### config.mk
export PLATFORM = sky130hd
export DESIGN_NAME = i2c_reg_sequencer
export DESIGN_NICKNAME = d
export VERILOG_FILES = /design/src/rtl/i2c_reg_sequencer.sv
export SDC_FILE = /design/constraint.sdc
export NUM_CORES = 1
export LEC_CHECK = 0
export CORE_UTILIZATION = 40
export CTS_BUF_LIST = sky130_fd_sc_hd__clkbuf_4 sky130_fd_sc_hd__clkbuf_8 sky130_fd_sc_hd__clkbuf_16
export CTS_CLUSTER_DIAMETER = 120
export DETAILED_ROUTE_END_ITERATION = 16
export HOLD_SLACK_MARGIN = 0.1
export PLACE_DENSITY = 0.65
export SYNTH_ARGS = -nofsm -noshare
export SYNTH_HDL_FRONTEND = slang
export SYNTH_SLANG_ARGS = --single-unit
### constraint.sdc
create_clock -name i_clk -period 4.6 [get_ports i_clk]
set_input_delay 0.92 -clock i_clk [delete_from_list [all_inputs] [get_ports i_clk]]
set_output_delay 0.92 -clock i_clk [all_outputs]
set_load 0.02 [all_outputs]
### src/rtl/i2c_reg_sequencer.sv
// Register-level transaction controller in front of I2C_master: turns one register read/write
// request into the enable/busy handshake the byte-level master expects, and reports the result.
module i2c_reg_sequencer #(
  parameter int MAX_BYTES      = 4,
  parameter int TIMEOUT_CYCLES = 1_000_000
) (
  input  logic        i_clk,
  input  logic        i_rst,
  input  logic        i_req,
  output logic        o_req_ready,
  input  logic [6:0]  i_dev_addr,
  input  logic [7:0]  i_reg_addr,
  input  logic        i_rd_nwr,
  input  logic [2:0]  i_len,
  input  logic [31:0] i_wr_data,
  output logic [31:0] o_rd_data,
  output logic        o_done,
  output logic        o_error,
  output logic [1:0]  o_err_code,
  output logic        o_m_enable,
  output logic [6:0]  o_m_slave_addr,
  output logic        o_m_rw,
  output logic [7:0]  o_m_wr_byte,
  input  logic        i_m_busy,
  input  logic [7:0]  i_m_rd_byte,
  input  logic        i_m_ack_error
);

  localparam int TW = $clog2(TIMEOUT_CYCLES + 1);

  typedef enum logic [1:0] {IDLE, RUN, FINISH, DONE} state_t;

  state_t        state_reg;
  logic          busy_q;
  logic [2:0]    k_reg;
  logic [2:0]    len_reg;
  logic          rd_reg;
  logic [31:0]   wr_data_reg;
  logic          ack_seen_reg;
  logic [TW-1:0] to_cnt_reg;

  logic       rise;
  logic       fall;
  logic [2:0] k_next;
  logic [1:0] byte_idx;
  logic       last_rise;
  logic       bad_len;
  logic       timeout;

  assign rise      = !busy_q && i_m_busy;
  assign fall      = busy_q && !i_m_busy;
  assign k_next    = k_reg + 3'd1;
  // Byte k of a big-endian payload sits (len-k) bytes above the LSB.
  assign byte_idx  = 2'(len_reg - k_next);
  assign last_rise = rise && (k_next == len_reg + 3'd1);
  assign bad_len   = (i_len == 3'd0) || (i_len > 3'(MAX_BYTES));
  assign timeout   = (to_cnt_reg == TW'(TIMEOUT_CYCLES - 1));

  always_ff @(posedge i_clk or posedge i_rst) begin
    if (i_rst) begin
      state_reg      <= IDLE;
      busy_q         <= 1'b0;
      k_reg          <= 3'd0;
      len_reg        <= 3'd0;
      rd_reg         <= 1'b0;
      wr_data_reg    <= 32'd0;
      ack_seen_reg   <= 1'b0;
      to_cnt_reg     <= '0;
      o_req_ready    <= 1'b1;
      o_rd_data      <= 32'd0;
      o_done         <= 1'b0;
      o_error        <= 1'b0;
      o_err_code     <= 2'b00;
      o_m_enable     <= 1'b0;
      o_m_slave_addr <= 7'd0;
      o_m_rw         <= 1'b0;
      o_m_wr_byte    <= 8'd0;
    end else begin
      busy_q <= i_m_busy;
      o_done <= 1'b0;
      case (state_reg)
        IDLE: begin
          if (i_req) begin
            o_req_ready    <= 1'b0;
            len_reg        <= i_len;
            rd_reg         <= i_rd_nwr;
            wr_data_reg    <= i_wr_data;
            k_reg          <= 3'd0;
            ack_seen_reg   <= 1'b0;
            to_cnt_reg     <= '0;
            o_m_slave_addr <= i_dev_addr;
            if (bad_len) begin
              o_done     <= 1'b1;
              o_error    <= 1'b1;
              o_err_code <= 2'b11;
              state_reg  <= DONE;
            end else begin
              o_m_rw      <= 1'b0;
              o_m_wr_byte <= i_reg_addr;
              o_m_enable  <= 1'b1;
              o_error     <= 1'b0;
              o_err_code  <= 2'b00;
              if (i_rd_nwr)
                o_rd_data <= 32'd0;
              state_reg   <= RUN;
            end
          end
        end
        RUN, FINISH: begin
          to_cnt_reg <= (rise || fall) ? '0 : to_cnt_reg + TW'(1);
          // A timeout reports 10 even if a NACK was also pending.
          if (timeout) begin
            o_m_enable <= 1'b0;
            o_done     <= 1'b1;
            o_error    <= 1'b1;
            o_err_code <= 2'b10;
            state_reg  <= DONE;
          end else begin
            if (rise && state_reg == RUN) begin
              k_reg <= k_next;
              if (last_rise) begin
                o_m_enable <= 1'b0;
                state_reg  <= FINISH;
              end else if (rd_reg) begin
                o_m_rw <= 1'b1;
              end else begin
                o_m_wr_byte <= wr_data_reg[{byte_idx, 3'b000} +: 8];
              end
            end
            if (fall) begin
              if (i_m_ack_error)
                ack_seen_reg <= 1'b1;
              // Falls after the first read command carry received bytes.
              if (rd_reg && k_reg >= 3'd2)
                o_rd_data <= {o_rd_data[23:0], i_m_rd_byte};
              if (state_reg == FINISH) begin
                o_done     <= 1'b1;
                o_error    <= ack_seen_reg || i_m_ack_error;
                o_err_code <= (ack_seen_reg || i_m_ack_error) ? 2'b01 : 2'b00;
                state_reg  <= DONE;
              end
            end
          end
        end
        DONE: begin
          o_req_ready <= 1'b1;
          state_reg   <= IDLE;
        end
        default: state_reg <= IDLE;
      endcase
    end
  end

endmodule

==> impl_metrics.yaml, run 1 <==
grt:
  grt_max_degree: 68
  gr-usage-all-layers_pct: 19.8
  grt_pass1_vias: 4147
  grt.overflow.total: 0
  grt_first_pass_wirelength_um: 21500
  antenna_found_initial: 0
sta:
  setup_viol: 0
  final_hold_viol_count: 0
  fmax_ghz: 0.353
  finalCriticalPeriod_ns: 2.83
  fin_skew_ns: 0.00961
  totalNegativeSetupSlack_ns: 0
  max_slew_margin_pct: 28.7
  worst_pin_slew_ns: 1.07
  rsz0062_at_grt: "no"
  maxSlewViolCount: 0
  fin_crit_sh_pct: 61.5
  whs_ns: 0.503
setup_path:
  start_kind: "primary input"
  reg2reg_from: "state_reg[0]"
  required_ns: 4.94
  critical_path_arrival_ns: 3.17
  critPathLaunch: "i_m_busy"
  endpoint_kind: "flip-flop"
  cpMostUsedCell: "a22o_1"
  ff2ff_path_depth: 7
  reg2reg_to: "o_m_wr_byte[6]"
  crit_path_top_delay_cell: "a211o_1"
  critical_path_class: "primary input to flip-flop"
  rrSetupSlack_ns: 1.90
  path_max_fanout: 32
  cp_cell_sequence: "clkdlybuf4s50_1 -> inv_1 -> ha_1 -> o311ai_0 -> a22o_1 -> a211o_1 -> a22o_1"
  cpPeakStageDelay_ns: 0.80
die:
  chipHeight_um: 119
  rows: 42
  core_um2: 13300
  die_w_um: 119
  initial_utilization_pct: 41.3
  die_area_um2: 14200
  pin_count: 118
min_path:
  hold_end: "wr_data_reg[11]"
  hp-start: "wr_data_reg[11]"
  hp-class: "flip-flop to flip-flop"
  holdPathStages: 1
clocking:
  root_buffer: "clkbuf_16"
  cts_max_path_buffers: 2
  cts_tree: "built"
  post_cts_buffers: 0
  clock_latency_ns: 0.41
  cts_resized: 0
  clkTransAtPathRegs_ns: 0.05
  cts_hold_buf: 0
  clock_sinks: 117
  htree_levels: 4
  cts_buffers: 17
placement:
  hpwl_um: 9100
  place.gp.congestion: 0.825
  port_buffers: 117
route:
  drt_drc_violations_left: 0
  drt_iter0_drc: 251
  postRouteAntennaNets: 0
  avgViaCountPerCell: 5.40
  routed_wirelength_um: 13300
  dr.pass1.iters: 4
  num_vias: 4138
  wl_per_cell_um: 17.3
logic_synthesis:
  synth_edf_count: 0
  ys_ff_latch: 117
  synth-async-reset-ratio_pct: 100
  synth.avg_cell_area_um2: 12.0
  synth_ff_type: "dfrtp_1"
  synth_area_um2: 5510
  syn_nets: 536
  ys_seq_area_share_pct: 53.2
  syn_inst: 461
  yosysWarnings: 0
  ys_types: 60
finish:
  final_common_cell: "clkdlybuf4s50_1"
  layout_common_cells: "clkdlybuf4s50_1, dfrtp_1, mux2_2"
  nets: 654
  seq_area_um2: 2930
  fillers: 1159
  n_antenna_cell: 0
  synthToLayoutAreaGrowth_pct: 34.7
  multi_input_area_um2: 2420
  drive_above_1_share_pct: 18.3
job:
  cap_violations: 0
power_and_ir_drop:
  pwr_density_cell_nw_per_um2: 763
  ir_worst_vdd_uv: 517
  leakagePower_nw: 3.19
run_status:
  status: "completed"
-- metrics by stage --
stage / utilization (%) / instance area (µm²) / cells / setup WS, ns / power [mW]
finish: 55.6 / 7420 / 767 / 1.77 / 5.67
global route: 55.6 / 7420 / 767 / 1.55 / 5.99
CTS: 55.6 / 7420 / 767 / 1.78 / 5.73
detailed placement: 51.3 / 6850 / 736 / 1.34 / 4.42
global placement: 51.3 / 6850 / 736 / 1.41 / 4.35
floorplan: - / 5510 / 461 / 0.581 / 3.57
-- where the power goes --
part | internal [mW] | switching [mW]
Combinational | 1.30 | 1.41
Clock | 0.837 | 0.433
Sequential | 1.42 | 0.255
-- how the worst max path moves through the flow --
stage / endpoint / slack, ns / cells after the start
global placement: to_cnt_reg[15] / 1.41 / 6
floorplan: ack_seen_reg / 0.58 / 1
finish: o_rd_data[16] / 1.77 / 7
global route: to_cnt_reg[15] / 1.55 / 6
detailed placement: o_rd_data[10] / 1.34 / 7
CTS: to_cnt_reg[15] / 1.78 / 6
-- Yosys cell counts, drive strengths merged, types with 2 or more instances --
cell / instances / area (µm²)
ha: 11 / 138
and4: 3 / 28.8
clkbuf: 12 / 48.8
a21oi: 7 / 35.0
or3: 4 / 26.3
mux2: 54 / 608
o22ai: 3 / 18.8
nor2: 33 / 124
a221oi: 8 / 70.1
a31oi: 4 / 25.0
nand4: 13 / 81.3
nand3: 14 / 70.1
and2: 5 / 31.3
and2b: 2 / 16.3
a211o: 2 / 17.5
buf: 10 / 55.1
a21o: 2 / 16.3
nand2b: 2 / 12.5
nor2b: 4 / 25.0
inv: 13 / 48.8
o2111ai: 2 / 17.5
a22o: 37 / 324
dfrtp: 116 / 2900
xnor2: 11 / 104
nand2: 13 / 48.8
nor3b: 2 / 15.0
mux2i: 16 / 160
and3: 5 / 33.8
o31ai: 3 / 22.5
nor3: 9 / 45.0
xor2: 5 / 43.8
and4bb: 2 / 25.0
o21ai: 15 / 75.1
nor4: 3 / 18.8
-- cell families (layout without fill, tap and decap cells) --
group | after synthesis | count (layout) | synth area share, %
AO/OA/AOI/OAI | 93 | 93 | 13.2
adder cells (fa/ha/maj) | 11 | 11 | 2.50
multiplexers | 70 | 70 | 13.9
AND/OR/NAND/NOR | 118 | 118 | 11.6
flip-flops | 117 | 117 | 53.2
XOR/XNOR | 16 | 16 | 2.68
buffers and inverters | 36 | 166 | 2.95
-- worst max-delay path, delay by kind of cell --
| kind | cells | cell delay, ns |
|---|---|---|
| buffers and inverters | 2 | 0.56 |
| adders and majority gates | 1 | 0.23 |
| AOI/OAI and AO/OA | 4 | 1.46 |
-- layout make-up --
cell class / count / share of cell area (%)
multi-input cells: 308 / 32.7
repair buffers: 122 / 16.5
clock inverters: 3 / 0.573
flip-flops and latches: 117 / 39.5
well taps: 176 / 2.97
inverters: 13 / 0.691
clock buffers: 28 / 7.18
-- per-layer routing --
| metal | part of all wire (%) | up-vias | track usage [%] |
|---|---|---|---|
| met2 | 49 | 121 | 31.9 |
| met5 | 0 | - | 0 |
| met1 | 43 | 2052 | 24.0 |
| met3 | 6.8 | 13 | 7.57 |
| met4 | 1.1 | 0 | 7.42 |
| li1 | - | 1952 | - |
Note: power is estimated with default switching activity, not from simulation.
==> inputs of run 2 (changes only) <==
==> constraint.sdc (replaced) <==
create_clock -name i_clk -period 2.92 [get_ports i_clk]
set_input_delay 0.584 -clock i_clk [delete_from_list [all_inputs] [get_ports i_clk]]
set_output_delay 0.584 -clock i_clk [all_outputs]
set_load 0.02 [all_outputs]
==> run 2 against run 1 <==
Compared with the run above: critical path depth did not move; clock power rose by 64%; global-route usage rose by 0.067 points; combinational power rose by 63%; via count rose by 1.3%; sequential share of layout area fell by 0.68 points; routed wire length fell by 0.27%; largest power group unchanged.
==> impl_metrics.yaml, run 2 (same netlist as run 1, synthesis figures left out) <==
sta:
  setup_viol: 0
  fin_skew_ns: 0.0125
  fin_crit_sh_pct: 91.7
  max_slew_margin_pct: 41.6
  finalCriticalPeriod_ns: 2.68
  fmax_ghz: 0.373
  rsz0062_at_grt: "no"
  worst_pin_slew_ns: 0.871
  final_hold_viol_count: 0
  maxSlewViolCount: 0
  totalNegativeSetupSlack_ns: 0
min_path:
  hp-class: "flip-flop to flip-flop"
grt:
  grt.overflow.total: 0
  antenna_found_initial: 0
  grt_first_pass_wirelength_um: 21900
  grt_pass1_vias: 4408
  grt_max_degree: 49
  gr-usage-all-layers_pct: 19.9
setup_path:
  cp_cell_sequence: "ha_1 -> xor2_1 -> xnor2_2 -> buf_4 -> mux2i_1 -> a221oi_1 -> mux2_2"
  start_kind: "flip-flop"
  crit_family: "XOR/XNOR gates"
  critical_path_arrival_ns: 2.97
  endpoint_kind: "flip-flop"
  crit_path_top_delay_cell: "xnor2_2"
  path_max_fanout: 11
  cpPeakStageDelay_ns: 0.68
  critPathBufInv: 1
  required_ns: 3.21
  critical_path_class: "flip-flop to flip-flop"
die:
  die_w_um: 119
  core_um2: 13300
  pin_count: 118
  chipHeight_um: 119
  initial_utilization_pct: 41.3
  die_area_um2: 14200
  rows: 42
power_and_ir_drop:
  p_total_mw: 9.15
  pwr_density_cell_nw_per_um2: 1210
  p_int_mw: 5.80
  switchingPower_mw: 3.35
  p_clk_share_pct: 22.7
  combPwrFrac_pct: 48.4
  pwr-share-seq_pct: 28.8
  leakagePower_nw: 3.24
  swShare_pct: 36.6
  ir_worst_vdd_uv: 640
route:
  drt_iter0_drc: 287
  avgViaCountPerCell: 5.40
  wl_per_cell_um: 17.1
  dr.pass1.iters: 5
  postRouteAntennaNets: 0
  num_vias: 4191
  routed_wirelength_um: 13200
  drt_drc_violations_left: 0
finish:
  final_common_cell: "clkdlybuf4s50_1"
  nets: 663
  layout_common_cells: "clkdlybuf4s50_1, dfrtp_1, mux2_2"
  synthToLayoutAreaGrowth_pct: 37.1
  n_antenna_cell: 0
  drive_above_1_share_pct: 19.5
  final_util_pct: 56.6
clocking:
  cts_buffers: 17
  clock_sinks: 117
  clock_latency_ns: 0.41
  cts_max_path_buffers: 2
  htree_levels: 4
  post_cts_buffers: 0
  cts_hold_buf: 0
  clkTransAtPathRegs_ns: 0.05
  cts_resized: 0
  cts_tree: "built"
  root_buffer: "clkbuf_16"
placement:
  hpwl_um: 9510
  port_buffers: 117
  place.gp.congestion: 0.895
job:
  cap_violations: 0
run_status:
  status: "completed"
run 2: layer usage:
metal	wire length (µm)	global-route usage (%)
met1	5390	22.1
met2	6920	35.0
met3	788	6.51
met4	149	7.73
met5	0	0
run 2: power groups by stage:
| stage | Combinational [mW] | Clock [mW] | Sequential (mW) |
|---|---|---|---|
| finish | 4.43 | 2.08 | 2.64 |
| global route | 4.81 | 2.19 | 2.71 |
| CTS | 4.49 | 2.12 | 2.64 |
| detailed placement | 4.47 | 0 | 2.66 |
| global placement | 4.37 | 0 | 2.64 |
| floorplan | 2.73 | 0 | 2.90 |
run 2: through the flow:
step	area, µm²	setup WS (ns)	instances	hold WS (ns)
final	7550	0.241	776	0.499
after global routing	7550	0.106	776	0.514
after CTS	7550	0.227	776	0.504
after detailed placement	6950	0.0634	745	0.484
after global placement	6950	0.133	745	0.484
after floorplan	5510	0.670	461	0.479
run 2: cell type report:
type	instances	area (µm²)
inverter	13	52.6
sequential	117	2930
tap	176	220
clock buffer	24	503
clock inverter	7	96.3
timing repair buffer	131	1330
multi-input combinational	308	2420
fill	1178	5800
run 2: final timing paths:
path | from | end | slack (ns) | cells past startpoint
hold / removal | o_rd_data[29] | o_rd_data[29] | 0.50 | 1
setup / recovery | k_reg[1] | o_m_wr_byte[7] | 0.24 | 7
max in group asynchronous | i_rst | o_req_ready | 1.66 | 3
min in group asynchronous | i_rst | wr_data_reg[20] | 0.58 | 2
hold reg to reg | o_rd_data[29] | o_rd_data[29] | 0.50 | 1
setup reg to reg | k_reg[1] | o_m_wr_byte[7] | 0.24 | 7
